===== src/rtl/instruction_fetch_unit_if.sv =====
// Fetch-unit bus: decode redirect/control inputs, the memory read path, and the
// IF/ID, fetch-count and fault outputs seen by the rest of the pipeline.
interface instruction_fetch_unit_if #(
    parameter int unsigned DATA_WIDTH = 32
);
    logic                  stall_i;
    logic                  flush_i;
    logic                  branch_taken_i;
    logic [DATA_WIDTH-1:0] branch_offset_i;
    logic                  jump_i;
    logic [25:0]           jump_index_i;
    logic                  jump_reg_i;
    logic [DATA_WIDTH-1:0] jump_reg_addr_i;
    logic [DATA_WIDTH-1:0] instruction_i;

    logic [DATA_WIDTH-1:0] pc_o;
    logic [DATA_WIDTH-1:0] if_id_instruction_o;
    logic [DATA_WIDTH-1:0] if_id_pc_plus4_o;
    logic                  if_id_valid_o;
    logic [31:0]           fetch_count_o;
    logic                  fault_o;
    logic [DATA_WIDTH-1:0] fault_addr_o;

    // The fetch unit drives the address and the IF/ID stage.
    modport master (
        input  stall_i, flush_i, branch_taken_i, branch_offset_i, jump_i,
               jump_index_i, jump_reg_i, jump_reg_addr_i, instruction_i,
        output pc_o, if_id_instruction_o, if_id_pc_plus4_o, if_id_valid_o,
               fetch_count_o, fault_o, fault_addr_o
    );

    modport slave (
        output stall_i, flush_i, branch_taken_i, branch_offset_i, jump_i,
               jump_index_i, jump_reg_i, jump_reg_addr_i, instruction_i,
        input  pc_o, if_id_instruction_o, if_id_pc_plus4_o, if_id_valid_o,
               fetch_count_o, fault_o, fault_addr_o
    );
endinterface


===== src/rtl/instruction_fetch_unit.sv =====
// Instruction fetch unit: PC register, next-PC selection from decode redirects,
// IF/ID pipeline register, and a sticky fault on fetch targets outside the text window.
module instruction_fetch_unit #(
    parameter int unsigned           DATA_WIDTH   = 32,
    parameter int unsigned           MEMORY_DEPTH = 64,
    parameter logic [DATA_WIDTH-1:0] RESET_PC     = 32'h0040_0000
) (
    input logic                      clk,
    input logic                      reset,
    instruction_fetch_unit_if.master bus
);
    localparam logic [0:0] ST_RUN   = 1'b0;
    localparam logic [0:0] ST_FAULT = 1'b1;

    localparam logic [DATA_WIDTH-1:0] LAST_PC =
        RESET_PC + DATA_WIDTH'(4 * MEMORY_DEPTH - 4);

    logic [0:0]            state;
    logic [DATA_WIDTH-1:0] pc;
    logic [DATA_WIDTH-1:0] if_instr;
    logic [DATA_WIDTH-1:0] if_pc_plus4;
    logic                  if_valid;
    logic [31:0]           fetch_count;
    logic                  fault;
    logic [DATA_WIDTH-1:0] fault_addr;

    logic [DATA_WIDTH-1:0] seq_pc;
    logic [DATA_WIDTH-1:0] target;
    logic                  redirect;
    logic                  legal;

    // Redirects belong to the instruction in IF/ID, so a bubble there cannot redirect.
    always_comb begin
        // NOTE: every always_comb output gets a default first so no path infers a latch.
        seq_pc   = pc + DATA_WIDTH'(4);
        target   = seq_pc;
        redirect = 1'b0;
        if (if_valid) begin
            if (bus.jump_reg_i) begin
                target   = bus.jump_reg_addr_i;
                redirect = 1'b1;
            end else if (bus.jump_i) begin
                target   = {if_pc_plus4[DATA_WIDTH-1 -: 4], bus.jump_index_i, 2'b00};
                redirect = 1'b1;
            end else if (bus.branch_taken_i) begin
                target   = if_pc_plus4 + (bus.branch_offset_i << 2);
                redirect = 1'b1;
            end
        end
    end

    assign legal = (target[1:0] == 2'b00) && (target >= RESET_PC) && (target <= LAST_PC);

    always_ff @(posedge clk) begin
        // NOTE: state registers use non-blocking assignment so every update sees pre-edge values.
        if (!reset) begin
            state       <= ST_RUN;
            pc          <= RESET_PC;
            if_instr    <= '0;
            if_pc_plus4 <= '0;
            if_valid    <= 1'b0;
            fetch_count <= '0;
            fault       <= 1'b0;
            fault_addr  <= '0;
        end else if (state == ST_RUN && !bus.stall_i) begin
            if (legal) begin
                pc <= target;
                // Wrong-path fetch after a redirect is squashed; there are no delay slots.
                if (bus.flush_i || redirect) begin
                    if_instr    <= '0;
                    if_pc_plus4 <= '0;
                    if_valid    <= 1'b0;
                end else begin
                    if_instr    <= bus.instruction_i;
                    if_pc_plus4 <= seq_pc;
                    if_valid    <= 1'b1;
                    fetch_count <= fetch_count + 32'd1;
                end
            end else begin
                fault_addr <= target;
                fault      <= 1'b1;
                if_valid   <= 1'b0;
                if_instr   <= '0;
                state      <= ST_FAULT;
            end
        end
    end

    assign bus.pc_o                = pc;
    assign bus.if_id_instruction_o = if_instr;
    assign bus.if_id_pc_plus4_o    = if_pc_plus4;
    assign bus.if_id_valid_o       = if_valid;
    assign bus.fetch_count_o       = fetch_count;
    assign bus.fault_o             = fault;
    assign bus.fault_addr_o        = fault_addr;
endmodule

===== src/flat_wrapper.sv =====
// flat-port wrapper written by rule: the top's interface ports become plain ports
module instruction_fetch_unit_flat 
#(
    parameter int unsigned           DATA_WIDTH   = 32,
    parameter int unsigned           MEMORY_DEPTH = 64,
    parameter logic [DATA_WIDTH-1:0] RESET_PC     = 32'h0040_0000
)
  (clk, reset, bus_stall_i, bus_flush_i, bus_branch_taken_i, bus_branch_offset_i, bus_jump_i, bus_jump_index_i, bus_jump_reg_i, bus_jump_reg_addr_i, bus_instruction_i, bus_pc_o, bus_if_id_instruction_o, bus_if_id_pc_plus4_o, bus_if_id_valid_o, bus_fetch_count_o, bus_fault_o, bus_fault_addr_o);
  instruction_fetch_unit_if #(.DATA_WIDTH(DATA_WIDTH)) bus_i ();
  input logic clk;
  input logic reset;
  input wire logic [$bits(bus_i.stall_i)-1:0] bus_stall_i;
  input wire logic [$bits(bus_i.flush_i)-1:0] bus_flush_i;
  input wire logic [$bits(bus_i.branch_taken_i)-1:0] bus_branch_taken_i;
  input wire logic [$bits(bus_i.branch_offset_i)-1:0] bus_branch_offset_i;
  input wire logic [$bits(bus_i.jump_i)-1:0] bus_jump_i;
  input wire logic [$bits(bus_i.jump_index_i)-1:0] bus_jump_index_i;
  input wire logic [$bits(bus_i.jump_reg_i)-1:0] bus_jump_reg_i;
  input wire logic [$bits(bus_i.jump_reg_addr_i)-1:0] bus_jump_reg_addr_i;
  input wire logic [$bits(bus_i.instruction_i)-1:0] bus_instruction_i;
  output wire logic [$bits(bus_i.pc_o)-1:0] bus_pc_o;
  output wire logic [$bits(bus_i.if_id_instruction_o)-1:0] bus_if_id_instruction_o;
  output wire logic [$bits(bus_i.if_id_pc_plus4_o)-1:0] bus_if_id_pc_plus4_o;
  output wire logic [$bits(bus_i.if_id_valid_o)-1:0] bus_if_id_valid_o;
  output wire logic [$bits(bus_i.fetch_count_o)-1:0] bus_fetch_count_o;
  output wire logic [$bits(bus_i.fault_o)-1:0] bus_fault_o;
  output wire logic [$bits(bus_i.fault_addr_o)-1:0] bus_fault_addr_o;
  assign bus_i.stall_i = bus_stall_i;
  assign bus_i.flush_i = bus_flush_i;
  assign bus_i.branch_taken_i = bus_branch_taken_i;
  assign bus_i.branch_offset_i = bus_branch_offset_i;
  assign bus_i.jump_i = bus_jump_i;
  assign bus_i.jump_index_i = bus_jump_index_i;
  assign bus_i.jump_reg_i = bus_jump_reg_i;
  assign bus_i.jump_reg_addr_i = bus_jump_reg_addr_i;
  assign bus_i.instruction_i = bus_instruction_i;
  assign bus_pc_o = bus_i.pc_o;
  assign bus_if_id_instruction_o = bus_i.if_id_instruction_o;
  assign bus_if_id_pc_plus4_o = bus_i.if_id_pc_plus4_o;
  assign bus_if_id_valid_o = bus_i.if_id_valid_o;
  assign bus_fetch_count_o = bus_i.fetch_count_o;
  assign bus_fault_o = bus_i.fault_o;
  assign bus_fault_addr_o = bus_i.fault_addr_o;
  instruction_fetch_unit #(.DATA_WIDTH(DATA_WIDTH), .MEMORY_DEPTH(MEMORY_DEPTH), .RESET_PC(RESET_PC)) u_core (.clk(clk), .reset(reset), .bus(bus_i));
endmodule

===== config.mk =====
export PLATFORM = sky130hd
export DESIGN_NAME = instruction_fetch_unit_flat
export DESIGN_NICKNAME = d
export VERILOG_FILES = /design/src/rtl/instruction_fetch_unit_if.sv /design/src/rtl/instruction_fetch_unit.sv /design/src/flat_wrapper.sv
export SDC_FILE = /design/constraint.sdc
export NUM_CORES = 1
export LEC_CHECK = 0
export CAP_MARGIN = 20
export CORE_ASPECT_RATIO = 1.1
export CORE_MARGIN = 3
export CORE_UTILIZATION = 45
export CTS_BUF_LIST = sky130_fd_sc_hd__clkbuf_2 sky130_fd_sc_hd__clkbuf_4 sky130_fd_sc_hd__clkbuf_8
export DETAILED_ROUTE_END_ITERATION = 6
export PLACE_DENSITY = 0.83
export SYNTH_ARGS = -nofsm -noshare
export SYNTH_HDL_FRONTEND = slang
export SYNTH_SLANG_ARGS = --single-unit
export TNS_END_PERCENT = 30

===== constraint.sdc =====
create_clock -name clk -period 3.3 [get_ports clk]
set_input_delay 0.33 -clock clk [delete_from_list [all_inputs] [get_ports clk]]
set_output_delay 0.33 -clock clk [all_outputs]
set_load 0.1 [all_outputs]

Word-level counts from Yosys, hierarchy flattened:

Index checks and enable logic that the tools add are counted.

* register bits after elaboration: 162
* output and inout port bits: 162
* input port bits: 129
* logic and storage cells: 37

* bitwise logic cells: 3
* $add $sub $neg: 3
* reduce and logical (&&, ||, !) cells: 9
* magnitude comparators: 2
* multiplexer cells: 13

Operators by type and width (number)
* two-way mux 32 bit: 7
* adder 32 x 1 -> 32 bit, second input constant: 1
* adder 32 x 3 -> 32 bit, second input constant: 1
* adder 32 bit: 1
* greater-or-equal comparator 32 x 23 -> 1 bit, second input constant: 1
* less-or-equal comparator 32 x 23 -> 1 bit, second input constant: 1
* two-way mux 1 bit: 6
* AND reduction 2 bit: 2
* logical AND 1 bit: 3
* inverter 1 bit: 3
* AND reduction 3 bit: 1
* logical NOT 2 bit: 1
* logical NOT 1 bit: 1
* logical OR 1 bit: 1

Logic depth before layout (Yosys ltp):

Gate-level depths: netlist of the first run.

* depth after elaboration: 10
* gate-level depth with buffers: 15
* gate-level depth less buffers: 13

Worst setup path after synthesis of the first run:

No wires, ideal clock.

* path kind: reg-to-reg
* start: register u_core.if_pc_plus4[2], in the netlist u_core.bus.if_id_pc_plus4_o[2]
* end: register u_core.if_pc_plus4[6], in the netlist u_core.bus.if_id_pc_plus4_o[6]
* library setup time: 0.118 ns
* slack: -0.931 ns
* data required time: 3.182 ns
* stages on the path, launching flop included: 15
* buffers on the path: 1
* arrival: 4.114 ns
* cell sequence: dfxtp_1 > ha_1 > inv_1 > fa_1 > nand2b_1 > a21oi_1 > o21ai_0 > a31o_1 > or4b_1 > a211o_1 > nor4_2 > and4_4 > a31oi_4 > buf_6 > a22o_1

* cells in the longest elaborated chain, start to end: 9
* elaborated cells between the ends (all ways): 10
* those cells by class: 1 x add/sub; 2 x order compare; 4 x mux; 3 x reduce/logical

RTL lines
* from (decl): line instruction_fetch_unit.sv:21 `logic [DATA_WIDTH-1:0] if_pc_plus4;`
* from (signal assigned): line instruction_fetch_unit.sv:75 `if_pc_plus4 <= seq_pc;`
* adder 32 bit *: line instruction_fetch_unit.sv:46 `target = if_pc_plus4 + (bus.branch_offset_i << 2);`
* two-way mux 32 bit *: line instruction_fetch_unit.sv:45 `end else if (bus.branch_taken_i) begin`
* two-way mux 32 bit *: line instruction_fetch_unit.sv:42 `end else if (bus.jump_i) begin`
* two-way mux 32 bit *: line instruction_fetch_unit.sv:39 `if (bus.jump_reg_i) begin`
* two-way mux 32 bit *: line instruction_fetch_unit.sv:38 `if (if_valid) begin`
* greater-or-equal comparator 32 x 23 -> 1 bit: line instruction_fetch_unit.sv:52 `assign legal = (target[1:0] == 2'b00) && (target >= RESET_PC) && (target <= LAST_PC);`
* logical AND 1 bit: line instruction_fetch_unit.sv:52
* logical AND 1 bit *: line instruction_fetch_unit.sv:52
* AND reduction 2 bit (no line) *

Mark *: on every way between the ends. The rest lies on a longest branch, timed or not.
A chain may end at the register's enable or synchronous reset.

Worst setup path in the final report of the first run:

* start: register u_core.if_pc_plus4[13], in the netlist u_core.bus.if_id_pc_plus4_o[13]
* end: register u_core.fetch_count[6], in the netlist u_core.bus.fetch_count_o[6]

* cells in the longest elaborated chain, start to end: 9
* elaborated cells between the ends (all ways): 10
* those cells by class: 1 x add/sub; 2 x order compare; 4 x mux; 3 x reduce/logical

RTL lines
* adder 32 bit *: line instruction_fetch_unit.sv:46
* two-way mux 32 bit *: line instruction_fetch_unit.sv:45
* two-way mux 32 bit *: line instruction_fetch_unit.sv:42
* two-way mux 32 bit *: line instruction_fetch_unit.sv:39
* two-way mux 32 bit *: line instruction_fetch_unit.sv:38
* greater-or-equal comparator 32 x 23 -> 1 bit: line instruction_fetch_unit.sv:52
* logical AND 1 bit: line instruction_fetch_unit.sv:52
* logical AND 1 bit *: line instruction_fetch_unit.sv:52
* AND reduction 3 bit (no line) *
* to (signal assigned): line instruction_fetch_unit.sv:77 `fetch_count <= fetch_count + 32'd1;`
* to (decl): line instruction_fetch_unit.sv:23 `logic [31:0] fetch_count;`

Marks and branches as above.

==> results of run 1 <==
## through the flow
stage | TNS (ns) | instances | hold slack [ns] | setup slack [ns]
CTS | -22.42 | 1994 | 0.331 | -0.248
detailed placement | -149.55 | 1929 | 0.446 | -1.00
global route | -76.35 | 2024 | 0.353 | -0.675
floorplan | -11.88 | 1179 | 0.463 | -0.178
finish | -57.52 | 2024 | 0.371 | -0.566
global placement | -140.62 | 1928 | 0.444 | -0.934
## power groups by stage
| stage | sequential [µW] | combinational (µW) | clock [µW] |
|---|---|---|---|
| floorplan | 3380 | 2580 | 0 |
| global placement | 2260 | 5260 | 0 |
| detailed placement | 2260 | 5340 | 0 |
| CTS | 2220 | 7000 | 1560 |
| global route | 2250 | 8750 | 1650 |
| finish | 2230 | 8550 | 1570 |
## worst max path at each step
stage / to
after detailed placement: u_core.bus.fetch_count_o[6]
after CTS: u_core.bus.if_id_instruction_o[24]
after global placement: u_core.bus.if_id_instruction_o[29]
final: u_core.bus.fetch_count_o[6]
after global routing: u_core.bus.fetch_count_o[6]
after floorplan: u_core.bus.if_id_pc_plus4_o[7]
## logic make-up after synthesis
group | after synthesis
AO/OA/AOI/OAI | 332
XOR/XNOR | 34
adder cells (fa/ha/maj) | 32
buffers and inverters | 106
flip-flops | 162
multiplexers | 46
AND/OR/NAND/NOR | 467
## flip-flops by register name, summed over array words and instances (netlist names)
name                            cells
u_core.bus.if_id_instruction_o     32
u_core.bus.fetch_count_o           32
u_core.bus.pc_o                    32
u_core.bus.fault_o                  1
u_core.bus.if_id_pc_plus4_o        32
u_core.bus.fault_addr_o            32
u_core.bus.if_id_valid_o            1
## worst register-to-register path, delay by kind of cell (launching register included)
family | cells | cell delay [ns]
compound gates | 6 | 1.45
fa+ha+maj | 1 | 0.22
buf+inv | 8 | 1.26
flops | 1 | 0.37
simple gates | 3 | 0.44
## repair_timing
item	in CTS	in global routing
setup endpoints to repair	162	162
resized for setup	121	116
pin swaps	35	66
gates cloned	9	7
buffers inserted	24	23
## synthesized netlist by cell type (7+ instances only)
master,n,area [µm²]
a21o_1,13,97.6
o41ai_1,23,201
o21ai_0,42,210
nor2_1,49,184
o21a_1,18,135
a221oi_1,8,70.1
nand3_1,34,170
nand2b_1,42,263
nor4_1,9,56.3
a22o_1,47,412
xor2_1,17,149
ha_1,31,388
and2_1,52,325
inv_1,21,78.8
clkbuf_1,33,124
o211ai_1,8,60.1
nand2_1,146,548
dfxtp_1,162,3240
o311ai_0,23,201
nand4_1,34,213
and3_1,21,131
a21oi_1,39,195
nor2b_1,8,50.1
a22oi_1,15,113
buf_2,30,150
o31ai_1,7,52.6
mux2i_1,46,460
o22ai_1,10,62.6
xnor2_1,17,149
or3_1,11,68.8
nor3_1,19,95.1
buf_6,8,90.1
## area by class of cell
cell class | instances | area share [%]
repair buffers | 606 | 33.1
multi-input cells | 911 | 42.4
clock inverters | 15 | 1.04
well taps | 290 | 2.08
clock buffers | 17 | 1.34
flip-flops and latches | 162 | 19.5
inverters | 23 | 0.494
## layer usage
| metal | global-route usage, % | vias up | wire length, µm |
|---|---|---|---|
| li1 | - | 5524 | - |
| met1 | 41.2 | 5943 | 17200 |
| met2 | 60.2 | 949 | 22700 |
| met3 | 8.43 | 290 | 5020 |
| met4 | 15.0 | 2 | 3170 |
| met5 | 0 | - | 14 |
==> metrics.csv, run 1 <==
stage,metric,value,unit
worst_setup_path,crit_path_start_kind,flip-flop,
cts,cts_buffers,17,
detailed_routing,drc,0,
detailed_routing,postRouteAntennaNets,0,
yosys,synth_top_family_by_area,compound AO/OA/AOI/OAI gates,
power,worst_ir_drop_vdd,0.737,mV
yosys,synth_fa_ha_area_share,4.06,%
power,p_per_area,708,nW/µm²
floorplanning,fp.dieW,149,µm
yosys,synth_fp_nets,1340,
min_path,hold_end,u_core.bus.pc_o[19],
timing,setup_viol,162,
grt,grt_pass1_wl,66700,µm
power,p_leak,0.00690,µW
cts,root_buffer,clkbuf_8,
detailed_routing,wl,48000,µm
layout,fin_area,17500,µm²
detailed_routing,wl_per_cell,23.7,µm
min_path,hold_path_startpoint,reset,
placement,dp_hpwl,32300,µm
power,switching_share,48.1,%
worst_setup_path,cp.depth,18,
placement,place_area,15200,µm²
floorplanning,start_util,46.4,%
layout,diodes,0,
power,power.total,12400,µW
cts,clkSinkCount,162,
detailed_routing,route.vias.total,12700,
placement,io_buffers,288,
worst_setup_path,r2r-start,u_core.bus.if_id_pc_plus4_o[13],
timing,period_minus_slack,3.87,ns
yosys,ys.flop_type,dfxtp_1,
timing,slew_headroom,29.2,%
yosys,synth_seq_cells,162,
worst_setup_path,crit_start,u_core.bus.if_id_pc_plus4_o[13],
floorplanning,core_area,21700,µm²
grt,overflow,0,
timing,slew_viol_final,0,
grt,grt_max_degree,80,
worst_setup_path,required,3.66,ns
floorplanning,dieArea,24200,µm²
timing,fmax,0.259,GHz
layout,multiInputGateArea,7410,µm²
yosys,synth_edf_count,0,
worst_setup_path,path_buf_inv,8,
floorplanning,num_io_pins,291,
layout,regArea,3410,µm²
worst_setup_path,slowest_stage,o311ai_1,
yosys,netlist_instances,1179,
timing,rsz0062_at_grt,true,
yosys,synthMuxAreaShare,4.58,%
worst_setup_path,cp_slowest_stage_delay,0.42,ns
yosys,yosys_warnings,0,
detailed_routing,drt_first_iter_violations,1252,
grt,grt_pass1_vias,12000,
yosys,synth_compound_area_share,25.8,%
yosys,postSynth.asyncResetShare,0,%
yosys,synth_xor_xnor_area_share,2.96,%
yosys,synth-simple-area-share,25.2,%
yosys,syn_avg_cell_area,8.53,µm²
detailed_routing,first_pass_iters,7,
cts,cts_tree,done,
timing,tightest_slew,1.06,ns
power,power_frac_comb,69.2,%
layout,nNetsFinal,1882,
yosys,synth_area,10100,µm²
grt,antenna_found_initial,1,
cts,clock_latency,0.50,ns
placement,place.gp.congestion,1.02,
cts,cts_hold_buf,0,
power,clockPowerShare,12.7,%
layout,utilization,80.7,%
outcome,status,"complete, but fails checks",
timing,hold_viol,0,
outcome,violations,setup timing,
timing,finalCritPeriodShare,117,%
cts,clk_pin_slew,0.11,ns
worst_setup_path,r2r_slack,-0.57,ns
worst_setup_path,rr_endpoint,u_core.bus.fetch_count_o[6],
layout,final_cell_mix,"clkdlybuf4s50_1, buf_4, nand2_1",
worst_setup_path,end_kind,flip-flop,
min_path,hold_path_class,primary input to flip-flop,
cts,clock_path_buffers,2,
worst_setup_path,r2r_cells,18,
cts,htreeDepth,4,
layout,n_fill_cell,1303,
grt,grt.total_usage,34.9,%
worst_setup_path,cp_max_fo,8,
layout,areaGrowthSynthToFinish,73.7,%
power,p_sw,5950,µW
floorplanning,fp.dieH,163,µm
detailed_routing,routed_via_density,6.28,
worst_setup_path,crit_family,compound AO/OA/AOI/OAI gates,
worst_setup_path,path_class,flip-flop to flip-flop,
power,seqPwrFrac,18.1,%
layout,final_common_cell,clkdlybuf4s50_1,
floorplanning,core.rowCount,56,
worst_setup_path,cp_cell_sequence,ha_4 -> buf_6 -> a21oi_4 -> buf_4 -> o21a_1 -> buf_4 -> o21ai_1 -> buf_4 -> a221oi_1 -> buf_4 -> nand3_1 -> nor2_1 -> nand4_2 -> buf_12 -> buf_16 -> buf_2 -> o311ai_1 -> o41ai_1,
timing,fin_ws,-0.566,ns
yosys,ys_seq_area_share,32.3,%
worst_setup_path,path_common_cell,buf_4,
worst_setup_path,arrival,4.23,ns
min_path,holdPathStages,3,
power,intPower,6410,µW
yosys,ys_types,94,
flow_run,drv_cap,0,
timing,finalClockSkew,0.0293,ns
layout,drive_above_1_share,34.5,%
Power figures use the tool's default switching activity.
==> inputs of run 2 (changes only) <==
--- a/config.mk
+++ b/config.mk
@@ -5,13 +5,13 @@
 export SDC_FILE = /design/constraint.sdc
 export NUM_CORES = 1
 export LEC_CHECK = 0
+export ABC_AREA = 1
 export CAP_MARGIN = 20
 export CORE_ASPECT_RATIO = 1.1
 export CORE_MARGIN = 3
 export CORE_UTILIZATION = 45
-export CTS_BUF_LIST = sky130_fd_sc_hd__clkbuf_2 sky130_fd_sc_hd__clkbuf_4 sky130_fd_sc_hd__clkbuf_8
 export DETAILED_ROUTE_END_ITERATION = 6
-export PLACE_DENSITY = 0.83
+export PLACE_DENSITY = 0.82
 export SYNTH_ARGS = -nofsm -noshare
 export SYNTH_HDL_FRONTEND = slang
 export SYNTH_SLANG_ARGS = --single-unit
==> run 2 against run 1 <==
Effect of this change: the flow now finishes without violations; wire length up 0.27%; global-route usage is 1.2 points lower; die area up 8.0%; register-to-register slack improved by 0.66 ns; fmax up 20%; via count is 11% higher; largest cell class unchanged.
==> metrics.csv, run 2 <==
stage,metric,value,unit
layout,instances_no_fill,2597,
timing,finalCritPeriodShare,97.9,%
timing,slew_viol_final,0,
timing,rsz0062_at_grt,true,
timing,period_minus_slack,3.23,ns
detailed_routing,postRouteAntennaNets,0,
yosys,synth_seq_cells,162,
cts,cts_buffers,17,
timing,hold_viol,0,
placement,place_area,15500,µm²
placement,dp_hpwl,35600,µm
layout,final_cell_mix,"nand2_1, clkdlybuf4s50_1, nor2_1",
detailed_routing,topRoutingLayerUsed,met4,
cts,htreeDepth,4,
worst_setup_path,rr_endpoint,u_core.bus.fetch_count_o[2],
detailed_routing,wl_met2,23200,µm
grt,antenna_found_initial,0,
cts,clkSinkCount,162,
grt,overflow,0,
grt,grt_pass1_wl,70800,µm
worst_setup_path,r2r_cells,21,
grt,grt_max_degree,86,
layout,n_fill_cell,1918,
timing,finalClockSkew,0.0153,ns
yosys,synth_common_cells,"nand2_1, nor2_1, inv_1, dfxtp_1, nand3_1",
worst_setup_path,r2r_slack,0.09,ns
grt,grt.total_usage,33.7,%
floorplanning,core_area,23700,µm²
placement,place.gp.congestion,0.994,
worst_setup_path,crit_end,u_core.bus.fetch_count_o[2],
floorplanning,fp.dieW,154,µm
worst_setup_path,crit_start,bus_branch_offset_i[22],
layout,final_common_cell,nand2_1,
detailed_routing,wl_met1,19500,µm
detailed_routing,first_pass_iters,6,
yosys,synth_xor_xnor_area_share,3.86,%
timing,fin_setup_tns,0,ns
worst_setup_path,path_class,primary input to flip-flop,
yosys,syn_avg_cell_area,6.01,µm²
yosys,synth_top_family_by_area,simple AND/OR/NAND/NOR gates,
outcome,status,finished clean,
floorplanning,num_io_pins,291,
layout,fin_area,17600,µm²
yosys,synth.most_common_cell,nand2_1,
yosys,synth_area_leaders,"dfxtp_1, nand2_1, nor2_1, inv_1, nand3_1",
yosys,ys_seq_area_share,29.8,%
detailed_routing,wl,48200,µm
worst_setup_path,cp_max_fo,8,
power,worst_ir_drop_vdd,1.01,mV
yosys,ys.flop_type,dfxtp_1,
timing,fmax,0.309,GHz
flow_run,drv_cap,0,
power,p_per_area,881,nW/µm²
yosys,synth_compound_area_share,10.0,%
power,p_leak,0.00788,µW
yosys,yosysTopAreaCellShare,29.8,%
detailed_routing,route.vias.total,14100,
placement,place_inst,2537,
layout,nNetsFinal,2440,
yosys,synth_edf_count,0,
yosys,synthMuxAreaShare,0,%
cts,cts_hold_buf,0,
detailed_routing,drc,0,
worst_setup_path,end_kind,flip-flop,
yosys,synth_fa_ha_area_share,3.75,%
cts,clock_path_buffers,2,
worst_setup_path,required,3.60,ns
floorplanning,dieArea,26100,µm²
layout,areaGrowthSynthToFinish,61.9,%
yosys,netlist_instances,1811,
timing,tightest_slew,1.04,ns
yosys,yosysTopAreaCell,dfxtp_1,
cts,clk_pin_slew,0.08,ns
yosys,ys_types,42,
detailed_routing,routed_via_density,5.44,
detailed_routing,route.met3.wl,3460,µm
timing,slew_headroom,30.2,%
layout,diodes,0,
yosys,postSynth.asyncResetShare,0,%
yosys,synth-simple-area-share,42.0,%
detailed_routing,drt_first_iter_violations,1244,
min_path,hold_path_class,primary input to flip-flop,
floorplanning,core.rowCount,59,
layout,drive_above_1_share,23.3,%
floorplanning,fp.dieH,169,µm
yosys,synth_area,10900,µm²
floorplanning,start_util,46.0,%
worst_setup_path,arrival,3.53,ns
detailed_routing,wl_per_cell,18.5,µm
grt,grt_pass1_vias,13200,
timing,setup_viol,0,
yosys,yosys_warnings,0,
placement,io_buffers,288,
worst_setup_path,crit_path_start_kind,primary input,
cts,clock_latency,0.45,ns
worst_setup_path,r2r-start,u_core.bus.if_id_pc_plus4_o[24],
cts,root_buffer,clkbuf_16,
cts,cts_tree,done,
yosys,synth_fp_nets,1972,
run 2: cell types whose count changed in the layout (fill, tap and decap cells not counted), sizes merged, moves of 20 or more:
| cell | before | now |
|---|---|---|
| o311ai | 28 | 0 |
| and3 | 21 | 1 |
| nand2 | 147 | 542 |
| inv | 32 | 227 |
| buf | 317 | 229 |
| and2 | 52 | 4 |
| nand2b | 42 | 0 |
| a21oi | 44 | 134 |
| nor2 | 49 | 256 |
| mux2i | 46 | 0 |
| nand3 | 35 | 150 |
| a22o | 47 | 0 |
| o41ai | 27 | 0 |
run 2: cell families (layout without fill, tap and decap cells):
kind of cell    Yosys count  in the layout
compound gates          206            206
xor+xnor                 48             48
fa+ha+maj                32             32
buf+inv                 290            771
flops                   162            162
simple gates           1073           1073
run 2: through the flow:
step	power, µW	hold slack (ns)	utilization, %	setup slack, ns
after floorplan	7800	0.490	-	0.00384
after global placement	10700	0.432	65.6	-0.633
after detailed placement	10800	0.441	65.6	-0.742
after CTS	13800	0.324	69.6	0.00666
after global routing	16200	0.354	74.4	-0.121
final	15500	0.331	74.4	0.0689
run 2: area by class of cell:
type | count | area [µm²] | area share (%)
flip-flops and latches | 162 | 3300 | 18.7
clock inverters | 15 | 203 | 1.15
well taps | 305 | 382 | 2.17
clock buffers | 17 | 425 | 2.41
repair buffers | 520 | 4990 | 28.3
multi-input cells | 1359 | 7500 | 42.5
inverters | 219 | 827 | 4.69
run 2: critical path: stages:
cell and delay, ns:
clkdlybuf4s50_1 0.45, ha_4 0.31, nand2_1 0.10, nor2_1 0.21, and3_1 0.20, nand3_1 0.09, nand3_1 0.08, nand2_1 0.05
nand3_1 0.15, nand2_1 0.12, a21oi_2 0.26, nor2_1 0.11, buf_4 0.15, nand2_1 0.07, nor2_2 0.05, nand2_1 0.07
nand2_1 0.07, inv_1 0.15, nand3_4 0.17, clkbuf_16 0.22, nand2_1 0.06, a21oi_1 0.06
run 2: power breakdown:
group / switching, µW / internal (µW) / total, µW
Sequential: 180 / 2240 / 2420
Clock: 1080 / 1110 / 2190
Combinational: 6630 / 4290 / 10900
Total: 7880 / 7640 / 15500
run 2: how the worst min path moves through the flow:
stage | startpoint | end | slack (ns) | cells after the start
floorplan | bus_instruction_i[1] | u_core.bus.if_id_instruction_o[1] | 0.49 | 2
CTS | reset | u_core.bus.if_id_pc_plus4_o[31] | 0.32 | 3
detailed placement | u_core.bus.if_id_pc_plus4_o[10] | u_core.bus.if_id_pc_plus4_o[10] | 0.44 | 2
global placement | u_core.bus.if_id_pc_plus4_o[10] | u_core.bus.if_id_pc_plus4_o[10] | 0.43 | 2
finish | reset | u_core.bus.if_id_pc_plus4_o[31] | 0.33 | 3
global route | reset | u_core.bus.if_id_pc_plus4_o[31] | 0.35 | 3
run 2: what timing repair did:
item	CTS	global route
endpoints found under the setup margin	162	162
pin swaps	16	52
resized for setup	42	233
setup buffers	7	12
cloned	3	7
run 2: per-layer routing:
layer | track usage (%) | vias up
met1 | 44.1 | 6560
met4 | 13.3 | 0
met5 | 0 | -
met3 | 3.57 | 128
met2 | 57.1 | 704
li1 | - | 6745
==> inputs of run 3 (changes only) <==
==> constraint.sdc (replaced) <==
create_clock -name clk -period 2.8 [get_ports clk]
set_input_delay 0.28 -clock clk [delete_from_list [all_inputs] [get_ports clk]]
set_output_delay 0.28 -clock clk [all_outputs]
set_load 0.1 [all_outputs]
==> run 3 against run 2 <==
Effect of this change: the flow now finishes with violations (setup timing); cell area rose by 2.1%; combinational power increased by 26%; clock power is 14% higher; critical path depth unchanged; via count grew 3.3%; non-clock buffer count rose by 65; core utilization rose by 1.6 points; first-iteration DRC count increased by 13%; sequential power up 17%; global-route usage grew 1.2 points; largest power group unchanged.
==> metrics.csv, run 3 (synthesized netlist as in run 2, its figures left out) <==
stage,metric,value,unit
outcome,status,"complete, but fails checks",
outcome,violations,setup timing,
placement,place_area,15700,µm²
power,power.total,19000,µW
floorplanning,fp.dieH,169,µm
cts,clkSinkCount,162,
worst_setup_path,cp_slowest_stage_delay,0.40,ns
power,worst_ir_drop_vdd,1.05,mV
layout,drive_above_1_share,34.1,%
timing,holdWs,0.113,ns
detailed_routing,routed_via_density,5.48,
power,p_leak,0.00855,µW
timing,slew_viol_final,0,
placement,dp_hpwl,35300,µm
detailed_routing,wl_per_cell,18.4,µm
flow_run,drv_cap,0,
timing,fin_ws,-0.498,ns
worst_setup_path,required,3.10,ns
timing,hold_viol,0,
worst_setup_path,cp_cell_sequence,ha_4 -> inv_2 -> fa_2 -> inv_2 -> buf_6 -> nand3_4 -> nand3_4 -> buf_4 -> nor2_1 -> o21ai_1 -> buf_4 -> o211ai_1 -> nand2_1 -> nand3_1 -> or2_2 -> nor2_1 -> nand3_1 -> nand2_4 -> nand3_4 -> clkbuf_16 -> nand2_1 -> a21oi_1,
detailed_routing,topRoutingLayerUsed,met4,
grt,grt_max_degree,83,
worst_setup_path,path_common_cell,nand3_4,
layout,nNetsFinal,2506,
layout,fin_area,18000,µm²
floorplanning,core_area,23700,µm²
grt,overflow,0,
cts,clk_pin_slew,0.08,ns
worst_setup_path,slowest_stage,fa_2,
placement,place.gp.congestion,1.04,
detailed_routing,first_pass_iters,6,
timing,fmax,0.303,GHz
timing,fin_setup_tns,-64.34,ns
timing,period_minus_slack,3.30,ns
detailed_routing,wl_met2,23900,µm
placement,pre_cts_ws,-0.940,ns
min_path,hold_path_class,primary input to flip-flop,
layout,final_common_cell,nand2_1,
detailed_routing,wl,49000,µm
timing,tightest_slew,0.835,ns
worst_setup_path,crit_family,simple AND/OR/NAND/NOR gates,
worst_setup_path,path_class,flip-flop to flip-flop,
cts,clock_latency,0.45,ns
floorplanning,core.rowCount,59,
cts,htreeDepth,4,
power,p_per_area,1050,nW/µm²
timing,finalCritPeriodShare,118,%
timing,setup_viol,162,
detailed_routing,route.met3.wl,3710,µm
cts,cts_hold_buf,0,
layout,areaGrowthSynthToFinish,65.3,%
floorplanning,num_io_pins,291,
grt,grt_pass1_vias,14000,
worst_setup_path,crit_path_start_kind,flip-flop,
cts,clock_path_buffers,2,
worst_setup_path,cp_max_fo,15,
timing,rsz0062_at_grt,true,
cts,cts_buffers,17,
detailed_routing,drc,0,
layout,final_cell_mix,"nand2_1, buf_4, nor2_1",
worst_setup_path,r2r_slack,-0.50,ns
floorplanning,dieArea,26100,µm²
worst_setup_path,path_buf_inv,6,
grt,grt_pass1_wl,73300,µm
floorplanning,fp.dieW,154,µm
detailed_routing,route.vias.total,14600,
cts,cts_tree,done,
grt,grt.total_usage,34.8,%
timing,finalClockSkew,0.0216,ns
detailed_routing,drt_first_iter_violations,1405,
cts,root_buffer,clkbuf_16,
detailed_routing,postRouteAntennaNets,0,
floorplanning,start_util,46.0,%
timing,slew_headroom,44.1,%
placement,io_buffers,288,
grt,antenna_found_initial,1,
detailed_routing,wl_met1,18900,µm
worst_setup_path,end_kind,flip-flop,
worst_setup_path,arrival,3.60,ns
==> run 3: path summary, 6_finish.rpt <==
kind | start | endpoint | cells past startpoint
hold / removal | reset | u_core.bus.pc_o[24] | 3
setup reg to reg | u_core.bus.if_id_pc_plus4_o[2] | u_core.bus.fetch_count_o[2] | 22
setup / recovery | u_core.bus.if_id_pc_plus4_o[2] | u_core.bus.fetch_count_o[2] | 22
hold reg to reg | u_core.bus.pc_o[20] | u_core.bus.pc_o[20] | 2
==> run 3: power by group <==
group / internal, µW / total [µW] / switching [µW]
registers: 2630 / 2820 / 199
logic: 5460 / 13700 / 8200
clock network: 1220 / 2490 / 1270
total: 9300 / 19000 / 9670
==> run 3: final cells by class <==
type | instances | area, µm²
diodes | 2 | 5.00
clock buffers | 17 | 425
clock inverters | 15 | 178
fillers | 1793 | 5700
inverters | 219 | 823
multi-input cells | 1360 | 7670
flip-flops and latches | 162 | 3370
well taps | 305 | 382
repair buffers | 585 | 5140
==> run 3: what timing repair did <==
action,in CTS,in global routing
cloned,8,4
setup endpoints to repair,162,162
setup buffers,22,6
resized for setup,181,89
pin swaps,28,38
==> run 3: metal layers <==
| metal | global-route usage, % | vias to the layer above |
|---|---|---|
| met3 | 5.02 | 185 |
| met4 | 16.0 | 0 |
| met2 | 61.2 | 774 |
| met5 | 0 | - |
| met1 | 42.1 | 6757 |
| li1 | - | 6888 |
==> run 3: per-stage QoR <==
stage               utilization, %  std cells
floorplan                        -       1811
global placement              66.3       2592
detailed placement            66.3       2592
CTS                           73.8       2654
global route                  75.9       2664
finish                        75.9       2665
==> run 3: tightest hold or removal path: cells and delay by family <==
family	cells	cell delay (ns)
AND/OR/NAND/NOR	1	0.08
buffers and inverters	2	0.18
